<file path="config.mk">
export PLATFORM = sky130hd
export DESIGN_NAME = enemy_hit
export DESIGN_NICKNAME = d
export VERILOG_FILES = /design/src/rtl/boxhead_pkg.sv /design/src/rtl/attack_box_overlap.sv /design/src/rtl/enemy_hit.sv
export SDC_FILE = /design/constraint.sdc
export NUM_CORES = 1
export LEC_CHECK = 0
export CELL_PAD_IN_SITES_DETAIL_PLACEMENT = 1
export CELL_PAD_IN_SITES_GLOBAL_PLACEMENT = 1
export CORE_AREA = 2 2 70 122
export DETAILED_ROUTE_END_ITERATION = 10
export DIE_AREA = 0 0 72 124
export GPL_TIMING_DRIVEN = 0
export PLACE_DENSITY_LB_ADDON = 0.1
export RECOVER_POWER = 50
export SLEW_MARGIN = 10
export SYNTH_ARGS = -nofsm -noshare
export SYNTH_HDL_FRONTEND = slang
export SYNTH_SLANG_ARGS = --single-unit
</file>
<file path="constraint.sdc">
create_clock -name Clk -period 2.7 [get_ports Clk]
set_input_delay 0.405 -clock Clk [delete_from_list [all_inputs] [get_ports Clk]]
set_output_delay 0.405 -clock Clk [all_outputs]
set_load 0.01 [all_outputs]
</file>
<file path="src/rtl/boxhead_pkg.sv">
// Shared definitions for the boxhead game blocks: enemy life-cycle states,
// attack directions and attack hitbox dimensions.
package boxhead_pkg;

    typedef enum logic [1:0] {
        ALIVE = 2'd0,
        HURT  = 2'd1,
        DYING = 2'd2,
        DEAD  = 2'd3
    } enemy_state_t;

    localparam logic [1:0] DIR_DOWN  = 2'd0;
    localparam logic [1:0] DIR_LEFT  = 2'd1;
    localparam logic [1:0] DIR_UP    = 2'd2;
    localparam logic [1:0] DIR_RIGHT = 2'd3;

    localparam logic [9:0] ATTACK_SHORT = 10'd16;
    localparam logic [9:0] ATTACK_LONG  = 10'd80;

    // Subtract without wrapping below zero; used for hitbox lower bounds.
    function automatic logic [9:0] sat_sub(input logic [9:0] a, input logic [9:0] b);
        return (a >= b) ? (a - b) : 10'd0;
    endfunction

endpackage

</file>
<file path="src/rtl/attack_box_overlap.sv">
// Combinational test of a directional attack hitbox against a square target
// box; all arithmetic is 10-bit unsigned with half-open intervals.
module attack_box_overlap
    import boxhead_pkg::*;
(
    input  logic [8:0] i_attack_x,
    input  logic [8:0] i_attack_y,
    input  logic [1:0] i_attack_dir,
    input  logic [8:0] i_target_x,
    input  logic [8:0] i_target_y,
    input  logic [9:0] i_target_size,
    output logic       o_overlap
);

    logic [9:0] w_ax;
    logic [9:0] w_ay;
    logic [9:0] w_tx_lo;
    logic [9:0] w_ty_lo;
    logic [9:0] w_tx_hi;
    logic [9:0] w_ty_hi;
    logic [9:0] w_x_lo;
    logic [9:0] w_x_hi;
    logic [9:0] w_y_lo;
    logic [9:0] w_y_hi;
    logic       w_x_ovl;
    logic       w_y_ovl;

    assign w_ax    = {1'b0, i_attack_x};
    assign w_ay    = {1'b0, i_attack_y};
    assign w_tx_lo = {1'b0, i_target_x};
    assign w_ty_lo = {1'b0, i_target_y};
    assign w_tx_hi = w_tx_lo + i_target_size;
    assign w_ty_hi = w_ty_lo + i_target_size;

    always_comb begin
        w_x_lo = w_ax;
        w_x_hi = w_ax + ATTACK_SHORT;
        w_y_lo = w_ay;
        w_y_hi = w_ay + ATTACK_LONG;
        case (i_attack_dir)
            DIR_LEFT: begin
                w_x_lo = sat_sub(w_ax, ATTACK_LONG);
                w_x_hi = w_ax;
                w_y_lo = w_ay;
                w_y_hi = w_ay + ATTACK_SHORT;
            end
            DIR_UP: begin
                w_x_lo = w_ax;
                w_x_hi = w_ax + ATTACK_SHORT;
                w_y_lo = sat_sub(w_ay, ATTACK_LONG);
                w_y_hi = w_ay;
            end
            DIR_RIGHT: begin
                w_x_lo = w_ax;
                w_x_hi = w_ax + ATTACK_LONG;
                w_y_lo = w_ay;
                w_y_hi = w_ay + ATTACK_SHORT;
            end
            default: begin
                w_x_lo = w_ax;
                w_x_hi = w_ax + ATTACK_SHORT;
                w_y_lo = w_ay;
                w_y_hi = w_ay + ATTACK_LONG;
            end
        endcase
    end

    // Strict interval intersection: edge contact or an empty hitbox is a miss.
    assign w_x_ovl   = (w_x_lo < w_tx_hi) && (w_tx_lo < w_x_hi);
    assign w_y_ovl   = (w_y_lo < w_ty_hi) && (w_ty_lo < w_y_hi);
    assign o_overlap = w_x_ovl && w_y_ovl;

endmodule

</file>
<file path="src/rtl/enemy_hit.sv">
// One enemy's hit detection, health and ALIVE/HURT/DYING/DEAD life cycle,
// advanced on the game frame strobe; Respawn is honoured on any cycle.
module enemy_hit
    import boxhead_pkg::*;
#(
    parameter int ENEMY_SIZE    = 16,
    parameter int MAX_HEALTH    = 8,
    parameter int DAMAGE        = 2,
    parameter int INVULN_FRAMES = 8,
    parameter int DEATH_FRAMES  = 16
) (
    input  logic         Clk,
    input  logic         Reset_n,
    input  logic         game_frame_clk_rising_edge,
    input  logic         Attack_On,
    input  logic [8:0]   Attack_X,
    input  logic [8:0]   Attack_Y,
    input  logic [1:0]   Attack_Direction,
    input  logic [8:0]   Enemy_X,
    input  logic [8:0]   Enemy_Y,
    input  logic         Respawn,
    output logic [3:0]   Enemy_Health,
    output logic         Enemy_Alive,
    output logic         Enemy_Visible,
    output logic         Enemy_Flash,
    output logic         Hit_Pulse,
    output logic         Kill_Pulse,
    output enemy_state_t Enemy_State
);

    localparam logic [9:0] L_SIZE   = 10'(ENEMY_SIZE);
    localparam logic [3:0] L_MAX    = 4'(MAX_HEALTH);
    localparam logic [3:0] L_DMG    = 4'(DAMAGE);
    localparam logic [4:0] L_INV_LD = 5'(INVULN_FRAMES - 1);
    localparam logic [4:0] L_DIE_LD = 5'(DEATH_FRAMES - 1);

    enemy_state_t r_state;
    logic [4:0]   r_cnt;
    logic [3:0]   r_health;
    logic         r_hit;
    logic         r_kill;
    logic         r_flash;
    logic         r_alive;
    logic         r_visible;

    logic         w_overlap;
    logic         w_hit;
    logic [3:0]   w_dmg_health;
    enemy_state_t w_nstate;
    logic [4:0]   w_ncnt;
    logic [3:0]   w_nhealth;
    logic         w_nhit;
    logic         w_nkill;
    logic         w_nflash;

    attack_box_overlap u_overlap (
        .i_attack_x    (Attack_X),
        .i_attack_y    (Attack_Y),
        .i_attack_dir  (Attack_Direction),
        .i_target_x    (Enemy_X),
        .i_target_y    (Enemy_Y),
        .i_target_size (L_SIZE),
        .o_overlap     (w_overlap)
    );

    assign w_hit        = game_frame_clk_rising_edge & Attack_On & w_overlap;
    assign w_dmg_health = (r_health > L_DMG) ? (r_health - L_DMG) : 4'd0;

    always_comb begin
        w_nstate  = r_state;
        w_ncnt    = r_cnt;
        w_nhealth = r_health;
        w_nhit    = 1'b0;
        w_nkill   = 1'b0;
        if (Respawn) begin
            w_nstate  = ALIVE;
            w_ncnt    = 5'd0;
            w_nhealth = L_MAX;
        end else if (game_frame_clk_rising_edge) begin
            case (r_state)
                ALIVE: begin
                    if (w_hit) begin
                        w_nhealth = w_dmg_health;
                        w_nhit    = 1'b1;
                        if (w_dmg_health == 4'd0) begin
                            w_nstate = DYING;
                            w_ncnt   = L_DIE_LD;
                        end else begin
                            w_nstate = HURT;
                            w_ncnt   = L_INV_LD;
                        end
                    end
                end
                // Invulnerable: hits are ignored, including on the exit strobe.
                HURT: begin
                    if (r_cnt == 5'd0) begin
                        w_nstate = ALIVE;
                    end else begin
                        w_ncnt = r_cnt - 5'd1;
                    end
                end
                DYING: begin
                    if (r_cnt == 5'd0) begin
                        w_nstate = DEAD;
                        w_nkill  = 1'b1;
                    end else begin
                        w_ncnt = r_cnt - 5'd1;
                    end
                end
                default: begin
                    w_nstate = r_state;
                end
            endcase
        end
    end

    always_comb begin
        w_nflash = 1'b0;
        case (w_nstate)
            HURT:    w_nflash = w_ncnt[1];
            DYING:   w_nflash = w_ncnt[2];
            default: w_nflash = 1'b0;
        endcase
    end

    // Outputs are registered from the next-state values so they line up with the state.
    always_ff @(posedge Clk or negedge Reset_n) begin
        if (!Reset_n) begin
            r_state   <= ALIVE;
            r_cnt     <= 5'd0;
            r_health  <= L_MAX;
            r_hit     <= 1'b0;
            r_kill    <= 1'b0;
            r_flash   <= 1'b0;
            r_alive   <= 1'b1;
            r_visible <= 1'b1;
        end else begin
            r_state   <= w_nstate;
            r_cnt     <= w_ncnt;
            r_health  <= w_nhealth;
            r_hit     <= w_nhit;
            r_kill    <= w_nkill;
            r_flash   <= w_nflash;
            r_alive   <= (w_nstate == ALIVE) || (w_nstate == HURT);
            r_visible <= (w_nstate != DEAD);
        end
    end

    assign Enemy_Health  = r_health;
    assign Enemy_Alive   = r_alive;
    assign Enemy_Visible = r_visible;
    assign Enemy_Flash   = r_flash;
    assign Hit_Pulse     = r_hit;
    assign Kill_Pulse    = r_kill;
    assign Enemy_State   = r_state;

endmodule
</file>
==> results by group, run 1 <==
Global routing
  • Grt ovf: 0
  • Pin count of the biggest net entering global routing: 17
  • Number of antenna violations at the first check in global routing: 0
  • GR peak layer: met2
  • Grt met3 use: 1.38%
  • Grt met1 use: 23.0%
  • First-pass GRT wire length: 15900 µm
  • Vias in the first global route: 3241
  • Grt met2 use: 46.8%
  • Tot GR Track Use: 22.7%

Layout
  • Post-route non-filler standard cell count: 530
  • Area of the multi-input gates: 2640 µm²
  • ANT cells: 0
  • Layout area overhead: 50.1%
  • Layout net count: 538
  • Storage cell area: 404 µm²
  • Share of cells above drive strength 1: 31.6%
  • Fill cells: 924

Worst setup path
  • Slowest CP cell: or4_4
  • WP data arrival: 4.46 ns
  • CP bufs+invs: 1
  • Setup CP Type: input pin to flop
  • CP Max Fanout: 2
  • Critical Path RT: 2.87 ns
  • Worst-path cell chain: buf_6 > nor4b_4 > a311o_1 > and2b_2 > or3_4 > o21ai_2 > ha_1 > o21ai_1 > nor2_2 > o31ai_4 > nand2_2 > or4_4 > nor4_4 > a311o_1 > ha_4 > or4b_4 > o2bb2ai_2
  • Crit path capture type: flop
  • CP most frequent cell: a311o_1
  • Top Family by Delay on Critical Path: simple AND/OR/NAND/NOR gates
  • Max incr delay on CP: 0.58 ns
  • Worst setup SP type: input pin

Detailed routing
  • Detailed-route via count: 3010
  • Residual DRC count: 0
  • DRT iter0 DRCs: 96
  • Drt pass-1 iters: 4
  • Via density: 5.68
  • Post-route ant nets: 0
  • Per-cell routed wire length: 18.4 µm
  • Final wirelength: 9770 µm

Yosys
  • Post-synth EDFFs: 0
  • Post-Syn Nets: 443
  • Flops & latches, synth: 16
  • Post-synthesis average cell area: 8.09 µm²
  • Cells after Synth: 346
  • Synth cell types: 71
  • Cell Area, Synth: 2800 µm²
  • Post-synth ARST share: 100%
  • Sequential share of the synthesized area: 14.4%
  • Syn. warnings: 0
  • Main flop type after synthesis: dfrtp_1

Placement
  • Hpwl dp: 7100 µm
  • IO Port Bufs: 52
  • Inst Count DP: 488
  • DP Worst Slack: -2.64 ns
  • Final weighted congestion in routability-driven placement: 0.792

Power and ir drop
  • Leakage dissipation: 1.81 nW
  • Power per Cell Area: 335 nW/µm²
  • Max VDD drop: 0.414 mV

STA
  • Final clock skew: 0.00741 ns
  • Final setup viols: 15
  • Final hold vios: 0
  • RSZ-0062 raised after global routing: yes
  • Tmin final: 4.29 ns
  • Relative slew slack: 49.6%
  • Least-Margin Pin Slew: 0.754 ns
  • Post-route setup slack: -1.59 ns
  • Final period utilization: 159%
  • Fmax: 233 MHz
  • Fin. max-slew vios: 0

Floorplan
  • Io pins: 54
  • Initial core utilization: 35.4%
  • Chip Width: 72 µm
  • Die H: 124 µm
  • Core area: 7910 µm²
  • Row count: 43
  • DIE AREA: 8930 µm²

Clock tree
  • Hold Buf Count CTS: 0
  • CTS buffer count: 3
  • Clock transition at path regs: 0.05 ns
  • CTS sink cnt: 16
  • CTS tree: yes
  • H-tree depth: 1
  • Clk buf depth: 2
  • Skew-Pair Late Insertion Delay: 0.25 ns
  • Root Driver: clkbuf_16

Outcome
  • Failing checks: setup timing
  • Status: finished with violations

Min path
  • Hold Path Class: flop to flop

Run
  • Max capacitance violation total: 0
through the flow:
stage / area (µm²) / setup TNS, ns / hold slack [ns] / util (%) / total power, mW
floorplan: 2800 / -7.21 / 0.109 / - / 0.662
global placement: 3430 / -23.47 / 0.542 / 43.4 / 0.875
detailed placement: 3430 / -24.42 / 0.549 / 43.4 / 0.888
CTS: 4080 / -13.14 / 0.559 / 51.5 / 1.39
global route: 4200 / -13.29 / 0.580 / 53.1 / 1.50
finish: 4200 / -11.23 / 0.566 / 53.1 / 1.41
cell usage in the layout, fill, tap and decap left out, types with 5 or more instances in the layout:
cell and instances:
a21oi_1 15, buf_2 7, buf_4 32, buf_6 11
clkdlybuf4s50_1 32, dfrtp_1 13, dlygate4sd2_1 6, ha_1 45
ha_4 7, inv_1 25, inv_2 5, nand2_1 24
nand3_1 10, nand4_1 5, nor2_1 31, nor2b_1 6
nor3_1 5, o21ai_0 12, o21ai_1 5, xnor2_1 14
xor2_1 5
registers in the layout, summed over array words and instances (netlist names):
signal         cells
Kill_Pulse         1
Enemy_Flash        1
Enemy_State        2
Hit_Pulse          1
Enemy_Health       4
r_cnt              5
Enemy_Visible      1
Enemy_Alive        1
cell usage after synthesis (4+ instances only):
library cell	instances	area (µm²)
ha_1	54	676
nor2_1	36	135
inv_1	31	116
nand2_1	27	101
a21oi_1	18	90.1
o21ai_0	16	80.1
xnor2_1	14	123
dfrtp_1	13	325
nand3_1	11	55.1
nor2b_1	8	50.1
nor3_1	8	40.0
a211oi_1	6	45.0
nand2b_1	6	37.5
and2_1	5	31.3
nand4_1	5	31.3
xor2_1	5	43.8
nor4_1	4	25.0
logic make-up after synthesis:
logic type,count (synthesis),synth area share (%)
AND/OR/NAND/NOR,135,27.0
AO/OA/AOI/OAI,83,22.3
adder cells (fa/ha/maj),54,24.1
buffers and inverters,37,5.50
XOR/XNOR,19,5.94
flip-flops,16,14.4
multiplexers,2,0.715
final timing paths:
| check | start | slack [ns] | endpoint | cells after the start |
|---|---|---|---|---|
| max in group asynchronous | Reset_n | 1.56 | Enemy_Flash | 1 |
| min in group asynchronous | Reset_n | 0.67 | Enemy_Health[1] | 1 |
| min | r_cnt[4] | 0.57 | r_cnt[4] | 1 |
| max | Attack_Y[3] | -1.59 | Enemy_Flash | 17 |
| min reg2reg | r_cnt[4] | 0.57 | r_cnt[4] | 1 |
| max reg2reg | Enemy_State[0] | -0.51 | Enemy_Flash | 9 |
power by group:
group	internal (mW)	leakage, nW	switching, mW
Clock	0.201	0.0382	0.0988
Combinational	0.398	1.56	0.438
Sequential	0.256	0.212	0.0151
Total	0.855	1.81	0.552
per-layer routing:
metal | routed length [µm] | up-vias | part of all wire [%]
met5 | 0 | - | 0
met4 | 402 | 0 | 4.1
met3 | 290 | 28 | 3.0
met2 | 5590 | 66 | 57
met1 | 3490 | 1459 | 36
li1 | - | 1457 | -
what timing repair did:
action                                  in CTS  in global routing
setup buffers                               45                 14
resized for setup                          134                 30
pin swaps                                   37                 27
hold endpoints to repair                     0                  0
endpoints found under the setup margin      15                 15
final cells by class:
class,count,share of cell area [%]
Inverter,31,2.83
Tap cell,90,2.68
Timing Repair Buffer,90,19.4
Clock buffer,4,1.88
Buffer,6,0.893
Multi-Input combinational cell,293,62.8
Sequential cell,16,9.62
(Power assumes the default switching activity.)
==> run 2: changes to the inputs <==
--- a/config.mk
+++ b/config.mk
@@ -7,11 +7,12 @@
 export LEC_CHECK = 0
 export CELL_PAD_IN_SITES_DETAIL_PLACEMENT = 1
 export CELL_PAD_IN_SITES_GLOBAL_PLACEMENT = 1
-export CORE_AREA = 2 2 70 122
+export CORE_AREA = 2 2 64 111
 export DETAILED_ROUTE_END_ITERATION = 10
-export DIE_AREA = 0 0 72 124
+export DIE_AREA = 0 0 66 113
+export DONT_BUFFER_PORTS = 1
 export GPL_TIMING_DRIVEN = 0
-export PLACE_DENSITY_LB_ADDON = 0.1
+export PLACE_DENSITY = 0.85
 export RECOVER_POWER = 50
 export SLEW_MARGIN = 10
 export SYNTH_ARGS = -nofsm -noshare
==> run 2 against run 1 <==
The flow still finishes with violations (setup timing); largest cell class unchanged; cell count decreased by 14%; register-to-register slack gained 0.04 ns; core utilization shrank 1.8 points; critical endpoint unchanged; critical path type unchanged; die area fell by 16%; worst hold slack got worse by 0.27 ns.
==> results by group, run 2 (same netlist as run 1, synthesis figures left out) <==
Outcome
  • Status: finished with violations
  • Failing checks: setup timing

Power and ir drop
  • Leakage dissipation: 1.46 nW (-19%)
  • Total power: 1.20 mW (-15%)
  • Max VDD drop: 0.373 mV (-9.9%)
  • Power per Cell Area: 358 nW/µm² (+7.0%)

Worst setup path
  • CP Max Fanout: 5 (+3)
  • R2R depth: 10 (+1)
  • Crit path capture type: flop
  • CP most frequent cell: ha_2
  • Reg2reg start: Enemy_State[0]
  • Max incr delay on CP: 0.55 ns (-0.03 ns)
  • Critical Path RT: 2.88 ns (about the same)
  • Worst-path cell chain: inv_1 > ha_2 > or2b_1 > nand2_2 > or4_1 > nand2_1 > ha_1 > nand4_1 > nor4_2 > nor3_2 > nand4_4 > or4_4 > nor4_4 > a311o_1 > ha_2 > or4b_4 > o2bb2ai_2
  • Slowest CP cell: or4_4
  • Worst setup SP type: input pin
  • Crit path launch: Attack_Y[5]
  • WP data arrival: 4.57 ns (+0.11 ns)
  • Crit path depth: 17 (unchanged)
  • CP bufs+invs: 1 (unchanged)
  • Top Family by Delay on Critical Path: simple AND/OR/NAND/NOR gates
  • Setup CP Type: input pin to flop

Layout
  • Final instance area: 3360 µm² (-20%)
  • Layout net count: 470 (-13%)
  • Fill cells: 781 (-15%)
  • ANT cells: 0 (unchanged)
  • Storage cell area: 404 µm² (unchanged)
  • Fin util: 51.3% (-1.8 points)
  • Layout area overhead: 19.8%
  • Share of cells above drive strength 1: 23.7% (-7.9 points)
  • Most frequent cells in the layout: ha_1 (48), nor2_1 (32), inv_1 (30)
  • Commonest non-fill, non-tap cell in the layout: ha_1
  • Post-route non-filler standard cell count: 454 (-14%)
  • Largest register by flop count: r_cnt
  • Area of the multi-input gates: 2430 µm² (-7.8%)
  • Largest register FFs: 5 (unchanged)

Min path
  • Hold Path Class: input pin to flop
  • Hold_sp: game_frame_clk_rising_edge
  • Hold path depth: 2 (+1)

Detailed routing
  • Post-route ant nets: 0 (unchanged)
  • Detailed-route via count: 2884 (-4.2%)
  • Final wirelength: 9960 µm (+2.0%)
  • Residual DRC count: 0 (unchanged)
  • Drt pass-1 iters: 4 (unchanged)
  • Via density: 6.35 (+12%)
  • DRT iter0 DRCs: 133 (+39%)
  • Per-cell routed wire length: 21.9 µm (+19%)

Global routing
  • Number of antenna violations at the first check in global routing: 0 (unchanged)
  • Grt ovf: 0 (unchanged)
  • First-pass GRT wire length: 14400 µm (-9.6%)
  • Pin count of the biggest net entering global routing: 17 (unchanged)
  • Tot GR Track Use: 24.9% (+2.2 points)
  • Vias in the first global route: 3106 (-4.2%)

Run
  • Max capacitance violation total: 0 (unchanged)

STA
  • Relative slew slack: 48.1% (-1.5 points)
  • Final setup viols: 15 (unchanged)
  • Final period utilization: 163% (+3.8 points)
  • Fin Setup TNS: -12.50 ns (-1.26 ns)
  • RSZ-0062 raised after global routing: yes
  • Final hold vios: 0 (unchanged)
  • Final clock skew: 0.00519 ns (-0.00221 ns)
  • Least-Margin Pin Slew: 0.776 ns (+0.0226 ns)
  • Tmin final: 4.39 ns (+0.103 ns)
  • Post-route setup slack: -1.69 ns (-0.103 ns)
  • Worst hold margin: 0.296 ns (-0.270 ns)
  • Fmax: 228 MHz (-2.4%)
  • Fin. max-slew vios: 0 (unchanged)

Placement
  • IO Port Bufs: 0 (-100%)
  • Inst Count DP: 428 (-12%)
  • Final weighted congestion in routability-driven placement: 0.809 (+2.1%)
  • DP Worst Slack: -2.09 ns (+0.549 ns)
  • Hpwl dp: 6970 µm (-1.8%)
  • Dpl cell area: 2900 µm² (-15%)

Clock tree
  • H-tree depth: 1 (unchanged)
  • Clock transition at path regs: 0.05 ns (about the same)
  • CTS buffer count: 3 (unchanged)
  • Skew-Pair Late Insertion Delay: 0.25 ns (about the same)
  • Root Driver: clkbuf_16
  • CTS tree: yes
  • Clk buf depth: 2 (unchanged)
  • CTS sink cnt: 16 (unchanged)

Floorplan
  • DIE AREA: 7460 µm² (-16%)
  • Chip Width: 66 µm (-8.3%)
  • Io pins: 54 (unchanged)
  • Die H: 113 µm (-8.9%)
  • Initial core utilization: 42.8% (+7.4 points)
  • Core area: 6540 µm² (-17%)
  • Row count: 39 (-9.3%)
-- run 2: changes by cell type in the layout (fill, tap and decap cells not counted), moves of 4 or more --
cell,delta
dlygate4sd2_1,-6
clkdlybuf4s50_1,-32
inv_2,-5
ha_4,-5
inv_1,+5
buf_2,-4
buf_6,-9
buf_4,-12
-- run 2: area by class of cell --
class | instances | share of cell area, %
multi-input cells | 293 | 72.5
flip-flops and latches | 16 | 12.0
repair buffers | 22 | 5.22
inverters | 31 | 3.69
well taps | 82 | 3.06
clock buffers | 4 | 2.35
plain buffers | 6 | 1.16
-- run 2: metal layers --
layer	track usage, %	routed length [µm]
met2	50.4	5650
met5	0	0
met1	21.8	3320
met4	15.2	597
met3	2.78	401
-- run 2: worst paths after layout --
check,end,slack (ns)
max,Enemy_Flash,-1.69
min,Kill_Pulse,0.30
max reg2reg,Enemy_Flash,-0.47
min reg2reg,r_cnt[4],0.60
max in group asynchronous,r_cnt[0],1.53
min in group asynchronous,r_cnt[2],0.68
-- run 2: report_power, final --
group          total (mW)  leakage, nW  internal [mW]  switching (mW)
Sequential          0.278        0.210          0.256          0.0212
Combinational       0.630         1.22          0.264           0.366
Clock               0.296       0.0382          0.200          0.0953
-- run 2: timing repair --
action,in CTS,in global routing
resized for setup,26,21
pin swaps,23,7
setup buffers,10,11
setup endpoints to repair,15,15
hold buffers,1,0
hold endpoints to repair,16,0
-- run 2: worst register-to-register path: stages, from the launching register on --
cell and delay (ns):
dfrtp_1 0.50, ha_1 0.27, nor2b_1 0.12, clkdlybuf4s50_2 0.64, nor2_1 0.09, a21oi_1 0.18
o21ai_2 0.11, a32oi_1 0.25, ha_2 0.34, or4b_4 0.48, o2bb2ai_2 0.12
==> run 3: changes to the inputs <==
--- a/config.mk
+++ b/config.mk
@@ -5,14 +5,13 @@
 export SDC_FILE = /design/constraint.sdc
 export NUM_CORES = 1
 export LEC_CHECK = 0
-export CELL_PAD_IN_SITES_DETAIL_PLACEMENT = 1
-export CELL_PAD_IN_SITES_GLOBAL_PLACEMENT = 1
-export CORE_AREA = 2 2 64 111
+export CAP_MARGIN = 5
+export CORE_AREA = 2 2 58 102
 export DETAILED_ROUTE_END_ITERATION = 10
-export DIE_AREA = 0 0 66 113
+export DIE_AREA = 0 0 60 104
 export DONT_BUFFER_PORTS = 1
 export GPL_TIMING_DRIVEN = 0
-export PLACE_DENSITY = 0.85
+export PLACE_DENSITY = 0.78
 export RECOVER_POWER = 50
 export SLEW_MARGIN = 10
 export SYNTH_ARGS = -nofsm -noshare
==> run 3 against run 2 <==
The run still ends with setup timing left; fmax grew 4.3%; critical path depth unchanged; die area shrank 16%; worst hold slack lost 0.026 ns; final area is 1.1% higher; wire length is 20% lower.
==> results by group, run 3 (same netlist as run 1, synthesis figures left out) <==
Power and ir drop
  • P_sw: 0.450 mW (-6.7%)
  • Max VDD drop: 0.370 mV (-0.72%)
  • Leakage dissipation: 1.47 nW (+0.20%)
  • Switching fraction of total power: 40.9% (+0.83 points)
  • Power per Cell Area: 324 nW/µm² (-9.6%)
  • Clock Power Share: 17.1% (-7.5 points)
  • Int Power: 0.649 mW (-9.9%)
  • Logic pwr share: 57.7% (+5.4 points)
  • Reg power frac: 25.2% (+2.1 points)

Detailed routing
  • Detailed-route via count: 2820 (-2.2%)
  • Drt pass-1 iters: 4 (unchanged)
  • Post-route ant nets: 0 (unchanged)
  • Met1 wire length: 2710 µm (-18%)
  • Met2 wire length: 4480 µm (-21%)
  • Per-cell routed wire length: 17.8 µm (-19%)
  • Met3 WL: 436 µm (+8.7%)
  • Highest Signal Layer: met4
  • Final wirelength: 8010 µm (-20%)
  • Via density: 6.25 (-1.6%)
  • Residual DRC count: 0 (unchanged)
  • DRT iter0 DRCs: 120 (-9.8%)

Floorplan
  • Chip Width: 60 µm (-9.1%)
  • Initial core utilization: 51.4% (+8.6 points)
  • Core area: 5450 µm² (-17%)
  • DIE AREA: 6240 µm² (-16%)
  • Die H: 104 µm (-8.0%)
  • Io pins: 54 (unchanged)
  • Row count: 36 (-7.7%)

Layout
  • Fill cells: 451 (-42%)
  • Most frequent cells in the layout: ha_1 (48), nor2_1 (33), inv_1 (28)
  • Share of cells above drive strength 1: 24.0% (+0.34 points)
  • Area of the multi-input gates: 2460 µm² (+1.3%)
  • ANT cells: 0 (unchanged)
  • Post-route non-filler standard cell count: 451 (-0.66%)
  • Largest register FFs: 5 (unchanged)
  • Largest register by flop count: r_cnt
  • Layout net count: 473 (+0.64%)
  • Storage cell area: 404 µm² (unchanged)
  • Layout area overhead: 21.2%
  • Fin util: 62.3% (+11 points)
  • Commonest non-fill, non-tap cell in the layout: ha_1

Worst setup path
  • Slowest CP cell: or4_4
  • Top Family by Delay on Critical Path: simple AND/OR/NAND/NOR gates
  • Critical Path RT: 2.89 ns (about the same)
  • Crit path capture type: flop
  • CP Max Fanout: 5 (unchanged)
  • Max incr delay on CP: 0.54 ns (about the same)
  • Worst setup SP type: input pin
  • CP bufs+invs: 1 (unchanged)
  • CP most frequent cell: ha_4
  • Worst-path cell chain: clkinvlp_4 > ha_4 > or2b_1 > and2b_2 > or3_1 > o21ai_2 > ha_1 > o21ai_1 > nor2_1 > o31ai_2 > nand2_1 > or4_4 > nor4_4 > a311o_1 > ha_4 > or4b_4 > o2bb2ai_2
  • WP data arrival: 4.39 ns (-0.18 ns)
  • Setup CP Type: input pin to flop

Placement
  • Inst Count DP: 422 (-1.4%)
  • Hpwl dp: 5950 µm (-15%)
  • IO Port Bufs: 0 (unchanged)
  • Final weighted congestion in routability-driven placement: 0.944 (+17%)

Clock tree
  • CTS sink cnt: 16 (unchanged)
  • Clock transition at path regs: 0.07 ns (+0.02 ns)
  • CTS tree: yes
  • Root Driver: clkbuf_8
  • CTS buffer count: 3 (unchanged)
  • H-tree depth: 1 (unchanged)
  • Skew-Pair Late Insertion Delay: 0.26 ns (about the same)
  • Clk buf depth: 2 (unchanged)

Outcome
  • Status: finished with violations
  • Failing checks: setup timing

Global routing
  • Vias in the first global route: 2784 (-10%)
  • First-pass GRT wire length: 12100 µm (-16%)
  • Pin count of the biggest net entering global routing: 15 (-2)
  • Grt ovf: 0 (unchanged)
  • Number of antenna violations at the first check in global routing: 0 (unchanged)
  • Tot GR Track Use: 24.4% (-0.54 points)

Min path
  • Hold Path Class: input pin to flop

STA
  • RSZ-0062 raised after global routing: yes
  • Tmin final: 4.21 ns (-0.183 ns)
  • Fin. max-slew vios: 0 (unchanged)
  • Least-Margin Pin Slew: 0.652 ns (-0.124 ns)
  • Worst hold margin: 0.269 ns (-0.0265 ns)
  • Final setup viols: 15 (unchanged)
  • Post-route setup slack: -1.51 ns (+0.183 ns)
  • Fmax: 238 MHz (+4.3%)
  • Final clock skew: 0.00799 ns (+0.00279 ns)
  • Relative slew slack: 56.4% (+8.3 points)
  • Final hold vios: 0 (unchanged)
  • Final period utilization: 156% (-6.8 points)

Run
  • Max capacitance violation total: 0 (unchanged)
==> run 3: cell types whose count changed in the layout (fill, tap and decap cells not counted), moves of 2 or more <==
cell        previous run  this run
buf_4                 20        16
buf_6                  2         8
clkbuf_16              3         0
clkbuf_8               0         3
clkinvlp_4             0         2
ha_2                   4         2
ha_4                   2         4
inv_1                 30        28
nand2b_4               2         0
==> run 3: metal layers <==
metal / vias up / track usage (%)
li1: 1334 / -
met2: 122 / 48.4
met3: 34 / 3.61
met1: 1330 / 22.0
met4: 0 / 10.8
met5: - / 0
==> run 3: worst reg2reg max path, stage by stage, from the launching register on <==
cell and delay, ns:
dfrtp_1 0.51, ha_1 0.27, nor2b_1 0.13, clkdlybuf4s50_2 0.64, nor2_1 0.06, a21oi_1 0.19, o21ai_2 0.10, a32oi_2 0.30
ha_4 0.26, or4b_4 0.51, o2bb2ai_2 0.13
==> run 3: what timing repair did <==
| action | in CTS | in global routing |
|---|---|---|
| hold buffers | 2 | 0 |
| endpoints found under the hold margin | 14 | 0 |
| setup buffers | 14 | 11 |
| setup endpoints to repair | 15 | 15 |
| gates resized for setup | 22 | 33 |
| pin swaps | 16 | 15 |
| gates cloned | 0 | 0 |
==> run 3: area by class of cell <==
| class | count | area share [%] |
|---|---|---|
| Buffer | 6 | 1.11 |
| Clock buffer | 4 | 1.33 |
| Inverter | 31 | 3.65 |
| Multi-Input combinational cell | 293 | 72.6 |
| Sequential cell | 16 | 11.9 |
| Tap cell | 76 | 2.80 |
| Timing Repair Buffer | 25 | 6.56 |
==> run 3: final timing paths <==
kind,start,endpoint,slack (ns),cells after the start
hold reg to reg,r_cnt[4],r_cnt[4],0.60,1
hold / removal,game_frame_clk_rising_edge,Kill_Pulse,0.27,2
setup reg to reg,Enemy_State[0],Enemy_Flash,-0.47,10
max in group asynchronous,Reset_n,r_cnt[0],1.66,1
setup / recovery,Attack_Y[5],Enemy_Flash,-1.51,17
min in group asynchronous,Reset_n,r_cnt[4],0.61,1
==> run 3: power groups by stage <==
stage / clock, mW / combinational [mW] / sequential [mW]
after CTS: 0.186 / 0.547 / 0.276
after detailed placement: 0 / 0.477 / 0.280
after global placement: 0 / 0.462 / 0.280
after global routing: 0.196 / 0.701 / 0.279
final: 0.188 / 0.634 / 0.277
after floorplan: 0 / 0.387 / 0.276
==> run 3: stage by stage <==
stage,setup TNS (ns),area [µm²],setup WS (ns),total power [mW]
after floorplan,-7.21,2800,-1.51,0.662
after global placement,-14.12,2900,-1.97,0.742
after detailed placement,-14.21,2900,-2.01,0.757
after CTS,-7.89,3160,-1.42,1.01
after global routing,-11.61,3390,-1.66,1.18
final,-9.95,3390,-1.51,1.10
